[src/rtl/wb_stage_buf_if.sv]
// Handshake bundle between the MEM stage, the writeback buffer and the register file.
// "master" is the surrounding pipeline; "slave" is the stage buffer itself.
interface wb_stage_buf_if #(
  parameter int DATA_W  = 64,
  parameter int NUM_SRC = 4,
  parameter int SEL_W   = 2,
  parameter int REG_AW  = 5,
  parameter int CNT_W   = 16
);
  logic                      flush;
  logic                      in_valid;
  logic                      in_ready;
  logic [SEL_W-1:0]          in_sel;
  logic [NUM_SRC*DATA_W-1:0] in_src;
  logic [REG_AW-1:0]         in_rd;
  logic                      in_regwrite;
  logic                      out_valid;
  logic                      out_ready;
  logic [DATA_W-1:0]         out_data;
  logic [REG_AW-1:0]         out_rd;
  logic                      out_regwrite;
  logic [REG_AW-1:0]         fwd_rs;
  logic                      fwd_hit;
  logic [DATA_W-1:0]         fwd_data;
  logic                      sel_err;
  logic [CNT_W-1:0]          retired_cnt;

  modport master (
    output flush, in_valid, in_sel, in_src, in_rd, in_regwrite, out_ready, fwd_rs,
    input  in_ready, out_valid, out_data, out_rd, out_regwrite, fwd_hit, fwd_data,
           sel_err, retired_cnt
  );

  modport slave (
    input  flush, in_valid, in_sel, in_src, in_rd, in_regwrite, out_ready, fwd_rs,
    output in_ready, out_valid, out_data, out_rd, out_regwrite, fwd_hit, fwd_data,
           sel_err, retired_cnt
  );
endinterface

[src/rtl/wb_stage_buf.sv]
// Registered MEM/WB stage: N-way writeback source mux feeding a 2-entry elastic buffer
// toward the register-file write port, with flush, XZR suppression and forwarding lookup.
module wb_stage_buf #(
  parameter int DATA_W   = 64,
  parameter int NUM_SRC  = 4,
  parameter int SEL_W    = 2,
  parameter int REG_AW   = 5,
  parameter int ZERO_REG = 31,
  parameter int CNT_W    = 16
) (
  input logic          clk,
  input logic          reset,
  wb_stage_buf_if.slave bus
);
  localparam logic [REG_AW-1:0] ZERO_IDX = REG_AW'(ZERO_REG);
  localparam logic [CNT_W-1:0]  CNT_MAX  = '1;

  // Slot 0 is the head (oldest); slot 1 is only valid while slot 0 is.
  logic [DATA_W-1:0] d0, d1;
  logic [REG_AW-1:0] rd0, rd1;
  logic              rw0, rw1;
  logic              v0, v1;
  logic              in_ready_q;
  logic              sel_err_q;
  logic [CNT_W-1:0]  ret_q;

  logic [DATA_W-1:0] mux_data;
  logic              sel_ok;
  logic              new_rw;
  logic              accept;
  logic              pop;
  logic              hit;
  logic [DATA_W-1:0] hit_data;

  always_comb begin
    mux_data = bus.in_src[DATA_W-1:0];
    sel_ok   = 1'b0;
    for (int k = 0; k < NUM_SRC; k++) begin
      if (bus.in_sel == SEL_W'(k)) begin
        mux_data = bus.in_src[k*DATA_W +: DATA_W];
        sel_ok   = 1'b1;
      end
    end
  end

  assign accept = bus.in_valid && in_ready_q;
  assign pop    = v0 && bus.out_ready;
  assign new_rw = bus.in_regwrite && (bus.in_rd != ZERO_IDX);

  always_ff @(posedge clk or negedge reset) begin
    if (!reset) begin
      d0 <= '0; d1 <= '0; rd0 <= '0; rd1 <= '0;
      rw0 <= 1'b0; rw1 <= 1'b0; v0 <= 1'b0; v1 <= 1'b0;
      in_ready_q <= 1'b1;
      sel_err_q  <= 1'b0;
      ret_q      <= '0;
    end else begin
      sel_err_q <= accept && !sel_ok;
      if (bus.flush) begin
        v0 <= 1'b0; v1 <= 1'b0; rw0 <= 1'b0; rw1 <= 1'b0;
        in_ready_q <= 1'b1;
      end else begin
        if (pop && rw0 && ret_q != CNT_MAX) ret_q <= ret_q + 1'b1;
        case ({pop, accept})
          2'b11: begin
            if (v1) begin
              d0 <= d1; rd0 <= rd1; rw0 <= rw1;
              d1 <= mux_data; rd1 <= bus.in_rd; rw1 <= new_rw;
            end else begin
              d0 <= mux_data; rd0 <= bus.in_rd; rw0 <= new_rw;
            end
          end
          2'b10: begin
            // rw1 is kept clear while slot 1 is empty, so the head enable drops with it
            d0 <= d1; rd0 <= rd1; rw0 <= rw1; v0 <= v1;
            v1 <= 1'b0; rw1 <= 1'b0;
            in_ready_q <= 1'b1;
          end
          2'b01: begin
            if (!v0) begin
              d0 <= mux_data; rd0 <= bus.in_rd; rw0 <= new_rw; v0 <= 1'b1;
            end else begin
              d1 <= mux_data; rd1 <= bus.in_rd; rw1 <= new_rw; v1 <= 1'b1;
              in_ready_q <= 1'b0;
            end
          end
          default: ;
        endcase
      end
    end
  end

  always_comb begin
    hit      = 1'b0;
    hit_data = '0;
    if (bus.fwd_rs != ZERO_IDX) begin
      if (v1 && rw1 && rd1 == bus.fwd_rs) begin
        hit      = 1'b1;
        hit_data = d1;
      end else if (v0 && rw0 && rd0 == bus.fwd_rs) begin
        hit      = 1'b1;
        hit_data = d0;
      end
    end
  end

  assign bus.in_ready     = in_ready_q;
  assign bus.out_valid    = v0;
  assign bus.out_data     = d0;
  assign bus.out_rd       = rd0;
  assign bus.out_regwrite = rw0;
  assign bus.fwd_hit      = hit;
  assign bus.fwd_data     = hit_data;
  assign bus.sel_err      = sel_err_q;
  assign bus.retired_cnt  = ret_q;
endmodule

[src/flat_wrapper.sv]
// flat-port wrapper written by rule: the top's interface ports become plain ports
module wb_stage_buf_flat 
#(
  parameter int DATA_W   = 64,
  parameter int NUM_SRC  = 4,
  parameter int SEL_W    = 2,
  parameter int REG_AW   = 5,
  parameter int ZERO_REG = 31,
  parameter int CNT_W    = 16
)
  (clk, reset, bus_flush, bus_in_valid, bus_in_sel, bus_in_src, bus_in_rd, bus_in_regwrite, bus_out_ready, bus_fwd_rs, bus_in_ready, bus_out_valid, bus_out_data, bus_out_rd, bus_out_regwrite, bus_fwd_hit, bus_fwd_data, bus_sel_err, bus_retired_cnt);
  wb_stage_buf_if #(.DATA_W(DATA_W), .NUM_SRC(NUM_SRC), .SEL_W(SEL_W), .REG_AW(REG_AW), .CNT_W(CNT_W)) bus_i ();
  input logic clk;
  input logic reset;
  input wire logic [$bits(bus_i.flush)-1:0] bus_flush;
  input wire logic [$bits(bus_i.in_valid)-1:0] bus_in_valid;
  input wire logic [$bits(bus_i.in_sel)-1:0] bus_in_sel;
  input wire logic [$bits(bus_i.in_src)-1:0] bus_in_src;
  input wire logic [$bits(bus_i.in_rd)-1:0] bus_in_rd;
  input wire logic [$bits(bus_i.in_regwrite)-1:0] bus_in_regwrite;
  input wire logic [$bits(bus_i.out_ready)-1:0] bus_out_ready;
  input wire logic [$bits(bus_i.fwd_rs)-1:0] bus_fwd_rs;
  output wire logic [$bits(bus_i.in_ready)-1:0] bus_in_ready;
  output wire logic [$bits(bus_i.out_valid)-1:0] bus_out_valid;
  output wire logic [$bits(bus_i.out_data)-1:0] bus_out_data;
  output wire logic [$bits(bus_i.out_rd)-1:0] bus_out_rd;
  output wire logic [$bits(bus_i.out_regwrite)-1:0] bus_out_regwrite;
  output wire logic [$bits(bus_i.fwd_hit)-1:0] bus_fwd_hit;
  output wire logic [$bits(bus_i.fwd_data)-1:0] bus_fwd_data;
  output wire logic [$bits(bus_i.sel_err)-1:0] bus_sel_err;
  output wire logic [$bits(bus_i.retired_cnt)-1:0] bus_retired_cnt;
  assign bus_i.flush = bus_flush;
  assign bus_i.in_valid = bus_in_valid;
  assign bus_i.in_sel = bus_in_sel;
  assign bus_i.in_src = bus_in_src;
  assign bus_i.in_rd = bus_in_rd;
  assign bus_i.in_regwrite = bus_in_regwrite;
  assign bus_i.out_ready = bus_out_ready;
  assign bus_i.fwd_rs = bus_fwd_rs;
  assign bus_in_ready = bus_i.in_ready;
  assign bus_out_valid = bus_i.out_valid;
  assign bus_out_data = bus_i.out_data;
  assign bus_out_rd = bus_i.out_rd;
  assign bus_out_regwrite = bus_i.out_regwrite;
  assign bus_fwd_hit = bus_i.fwd_hit;
  assign bus_fwd_data = bus_i.fwd_data;
  assign bus_sel_err = bus_i.sel_err;
  assign bus_retired_cnt = bus_i.retired_cnt;
  wb_stage_buf #(.DATA_W(DATA_W), .NUM_SRC(NUM_SRC), .SEL_W(SEL_W), .REG_AW(REG_AW), .ZERO_REG(ZERO_REG), .CNT_W(CNT_W)) u_core (.clk(clk), .reset(reset), .bus(bus_i));
endmodule
[config.mk]
export PLATFORM = sky130hd
export DESIGN_NAME = wb_stage_buf_flat
export DESIGN_NICKNAME = d
export VERILOG_FILES = /design/src/rtl/wb_stage_buf_if.sv /design/src/rtl/wb_stage_buf.sv /design/src/flat_wrapper.sv
export SDC_FILE = /design/constraint.sdc
export NUM_CORES = 1
export LEC_CHECK = 0
export CAP_MARGIN = 30
export CORE_MARGIN = 8
export CORE_UTILIZATION = 49
export CTS_CLUSTER_DIAMETER = 50
export DETAILED_ROUTE_END_ITERATION = 12
export PLACE_DENSITY_LB_ADDON = 0.25
export SETUP_SLACK_MARGIN = 0.3
export SLEW_MARGIN = 0
export SYNTH_ARGS = -nofsm -noshare
export SYNTH_HDL_FRONTEND = slang
export SYNTH_SLANG_ARGS = --single-unit
[constraint.sdc]
create_clock -name clk -period 3.3 [get_ports clk]
set_input_delay 0.495 -clock clk [delete_from_list [all_inputs] [get_ports clk]]
set_output_delay 0.495 -clock clk [all_outputs]
set_load 0.01 [all_outputs]
==> run metrics <==
cell taking the most area after synthesis=dfrtp_1; Root Driver=clkbuf_16; antenna violations before repair=0; cell breakdown of the critical path=xor2_1 -> buf_4 -> nor4_4 -> buf_12 -> a211oi_4 -> buf_12 -> buf_4 -> buf_12 -> a211oi_1 -> buf_2; share of cells above drive strength 1=0.242; critical path peak fanout=13; sequential share of power=0.374; main area contributors after synthesis=dfrtp_1 (35%), a211oi_1 (13%), mux4_2 (13%); endpoint type of the worst setup path=primary output; Leak=6.41 nW; Mapped Area=0.0114 mm^2; Power per Cell Area=494 mW/mm^2; CP max stage cell=dfrtp_1; status=complete, no violations; fmax=327 MHz; post-synthesis mux area share=0.202; Synth Instances=1153; H-tree Lvls=4; total track usage=0.321; DR vias/cell=6.62; Post-Route WL=46900 um; Layout fillers=1676; slew of the pin with the lowest slew margin=965 ps; Sw Share=0.367; commonest non-fill, non-tap cells in the layout=clkdlybuf4s50_1 (354), a211oi_1 (173), dfrtp_1 (157); Reg-to-Reg End=u_core.d1[32]; GR Overflow Total=0; # rows=56; mean post-synth cell area=9.92 um^2; P_int=0.00534 W; Clock Sink Count=160; Clock Skew=11.7 ps; Critical Path Sink=bus_fwd_data[41]; Starting Density=0.493; drt pass-1 iters=6; part of the Yosys area used for sequential elements=0.350; die area=0.0285 mm^2; clock buffer depth=2; synthesized net count=1431; post-route cell area=0.0171 mm^2; setup tns final=0 ps; Sw Pwr=0.00309 W; crit-path max cell delay=400 ps; Final Max Slew Viols=0; Slew HR=0.357; library cells used by synthesis=50; first-pass GRT wire length=72600 um; core area=0.0232 mm^2; asr flop ratio synth=1.00; detailed placer's ending HPWL=31900 um; Most Frequent Cell on Critical Path=buf_12; critical path class=flop to primary output; CTS tree=done; Final ANT Viol Nets=0; clock power share=0.235; via count=12441; clock buffer count from CTS=17; maximum VDD drop=0.331 mV; Synth Area in Adders=0.00438; Synth Register Bits=160; CP Buf/Inv Count=6; commonest non-fill, non-tap cell in the layout=clkdlybuf4s50_1; 1st-iter DRT viols=1249; Critical Path RT=2800 ps; final hold vios=0; Setup Viol. Count Final=0; largest family of logic cells by synthesized area=compound AO/OA/AOI/OAI gates; Comb power frac=0.391; # port buffers=427; HP Class=primary input to async pin; CP Launch Type=flop; die span in x=169 um; Reg2Reg Depth=6; Worst Setup SP=u_core.rd1[4]; Residual DRC=0; Crit path depth=10; final period utilization=0.926; largest net degree at the start of global routing=75; CP Data Arrival Time=2560 ps; Primary FF master, synth=dfrtp_1; Antenna diodes=0; Yosys top cell area share=0.348; family with the most delay on the worst path=buffers and inverters; Die Ht=169 um; clock latency on the worst-skew pair=430 ps; vias in the first global route=12811; IO Count=428; unrepaired setup endpoints after global routing=true; origin of the critical flop-to-flop path=u_core.v1; R2R Setup Slk=750 ps; number of synthesized flops with an enable pin=0; placed cell areas=0.0164 mm^2; area grow syn2layout=49.4%; post-synthesis xor/xnor area fraction=0.0168; final net count=1826; Synth Area in Compound Gates=0.244; simple-gate share of the synthesized area=0.122; Routed WL per cell=25.0 um; Placer Congestion=0.861; minimum clock period=3060 ps; Clock Pin Slew Worst Setup and Hold Paths=70 ps; max_cap viols=0; synth warn=0
worst reg2reg max path, stage by stage (launching register included):
cell     delay [ps]
dfrtp_2         360
buf_4           720
inv_2           100
a22o_1          260
nor3_4          180
buf_4           410
mux2_2          420
state kept, by name (all words and copies together), names as in the netlist:
register                 cells
u_core.bus.retired_cnt      16
u_core.d1                   64
u_core.rd1                   5
u_core.bus.out_rd            5
u_core.v1                    1
u_core.bus.out_regwrite      1
u_core.bus.in_ready          1
u_core.rw1                   1
u_core.bus.sel_err           1
u_core.bus.out_valid         1
u_core.bus.out_data         64
how the worst min path moves through the flow:
stage,slack (ps),cells past startpoint,from,endpoint
finish,90,1,reset,u_core.bus.out_data[61]
detailed placement,510,1,u_core.bus.retired_cnt[15],u_core.bus.retired_cnt[15]
floorplan,200,0,reset,u_core.bus.out_data[0]
global placement,490,1,u_core.bus.retired_cnt[15],u_core.bus.retired_cnt[15]
CTS,120,1,reset,u_core.bus.out_data[61]
global route,140,1,reset,u_core.bus.out_data[61]
timing repair:
| action | in CTS | in global routing |
|---|---|---|
| resized for setup | 293 | 66 |
| endpoints found under the setup margin | 65 | 62 |
| hold buffers | 0 | 0 |
| gates cloned | 2 | 1 |
| pin swaps | 11 | 6 |
| buffers inserted | 14 | 2 |
cell type report:
class                      count  area [um^2]  share of cell area
multi-input combinational    844         7040               0.412
timing repair buffer         515         5020               0.294
sequential                   160         4010               0.235
clock buffer                  19          453              0.0265
tap                          319          399              0.0234
clock inverter                13          128             0.00747
inverter                      10         37.5             0.00220
synth_stat cells (all sizes together), types with 5 or more instances:
| library cell | number |
|---|---|
| a22oi | 65 |
| o21ai | 8 |
| nor2 | 73 |
| inv | 10 |
| nand3 | 68 |
| o2111ai | 65 |
| a21oi | 5 |
| nand2 | 139 |
| mux2 | 70 |
| dfrtp | 159 |
| mux4 | 64 |
| buf | 62 |
| clkbuf | 77 |
| xnor2 | 11 |
| a221oi | 6 |
| nor3 | 9 |
| a211oi | 200 |
| a21o | 6 |
| mux2i | 8 |
| xor2 | 11 |
power groups by stage:
| stage | combinational [W] | clock (W) | sequential (W) |
|---|---|---|---|
| floorplan | 0.00136 | 0 | 0.00310 |
| global placement | 0.00308 | 0 | 0.00313 |
| detailed placement | 0.00316 | 0 | 0.00315 |
| CTS | 0.00326 | 0.00200 | 0.00312 |
| global route | 0.00350 | 0.00207 | 0.00321 |
| finish | 0.00330 | 0.00198 | 0.00315 |
layer usage:
layer,GRT usage,vias up,part of all wire
met5,0,-,0
met4,0.149,0,0.047
met3,0.0676,172,0.090
met2,0.551,869,0.49
met1,0.380,6082,0.37
li1,-,5318,-
cells by family after synthesis:
family          count (synthesis)
compound gates                362
xor+xnor                       22
fa+ha+maj                       4
buf+inv                       149
flops                         160
mux                           142
other cells                     1
simple gates                  313
metrics by stage:
step	utilization	hold slack (ps)	setup WS [ps]	power (W)	std cells
floorplan	-	199	966	0.00447	1153
global placement	0.705	488	-347	0.00621	1829
detailed placement	0.705	513	-319	0.00631	1829
CTS	0.736	120	268	0.00838	1877
global route	0.737	140	109	0.00878	1880
finish	0.737	93.3	243	0.00843	1880
Power figures use the tool's default switching activity.
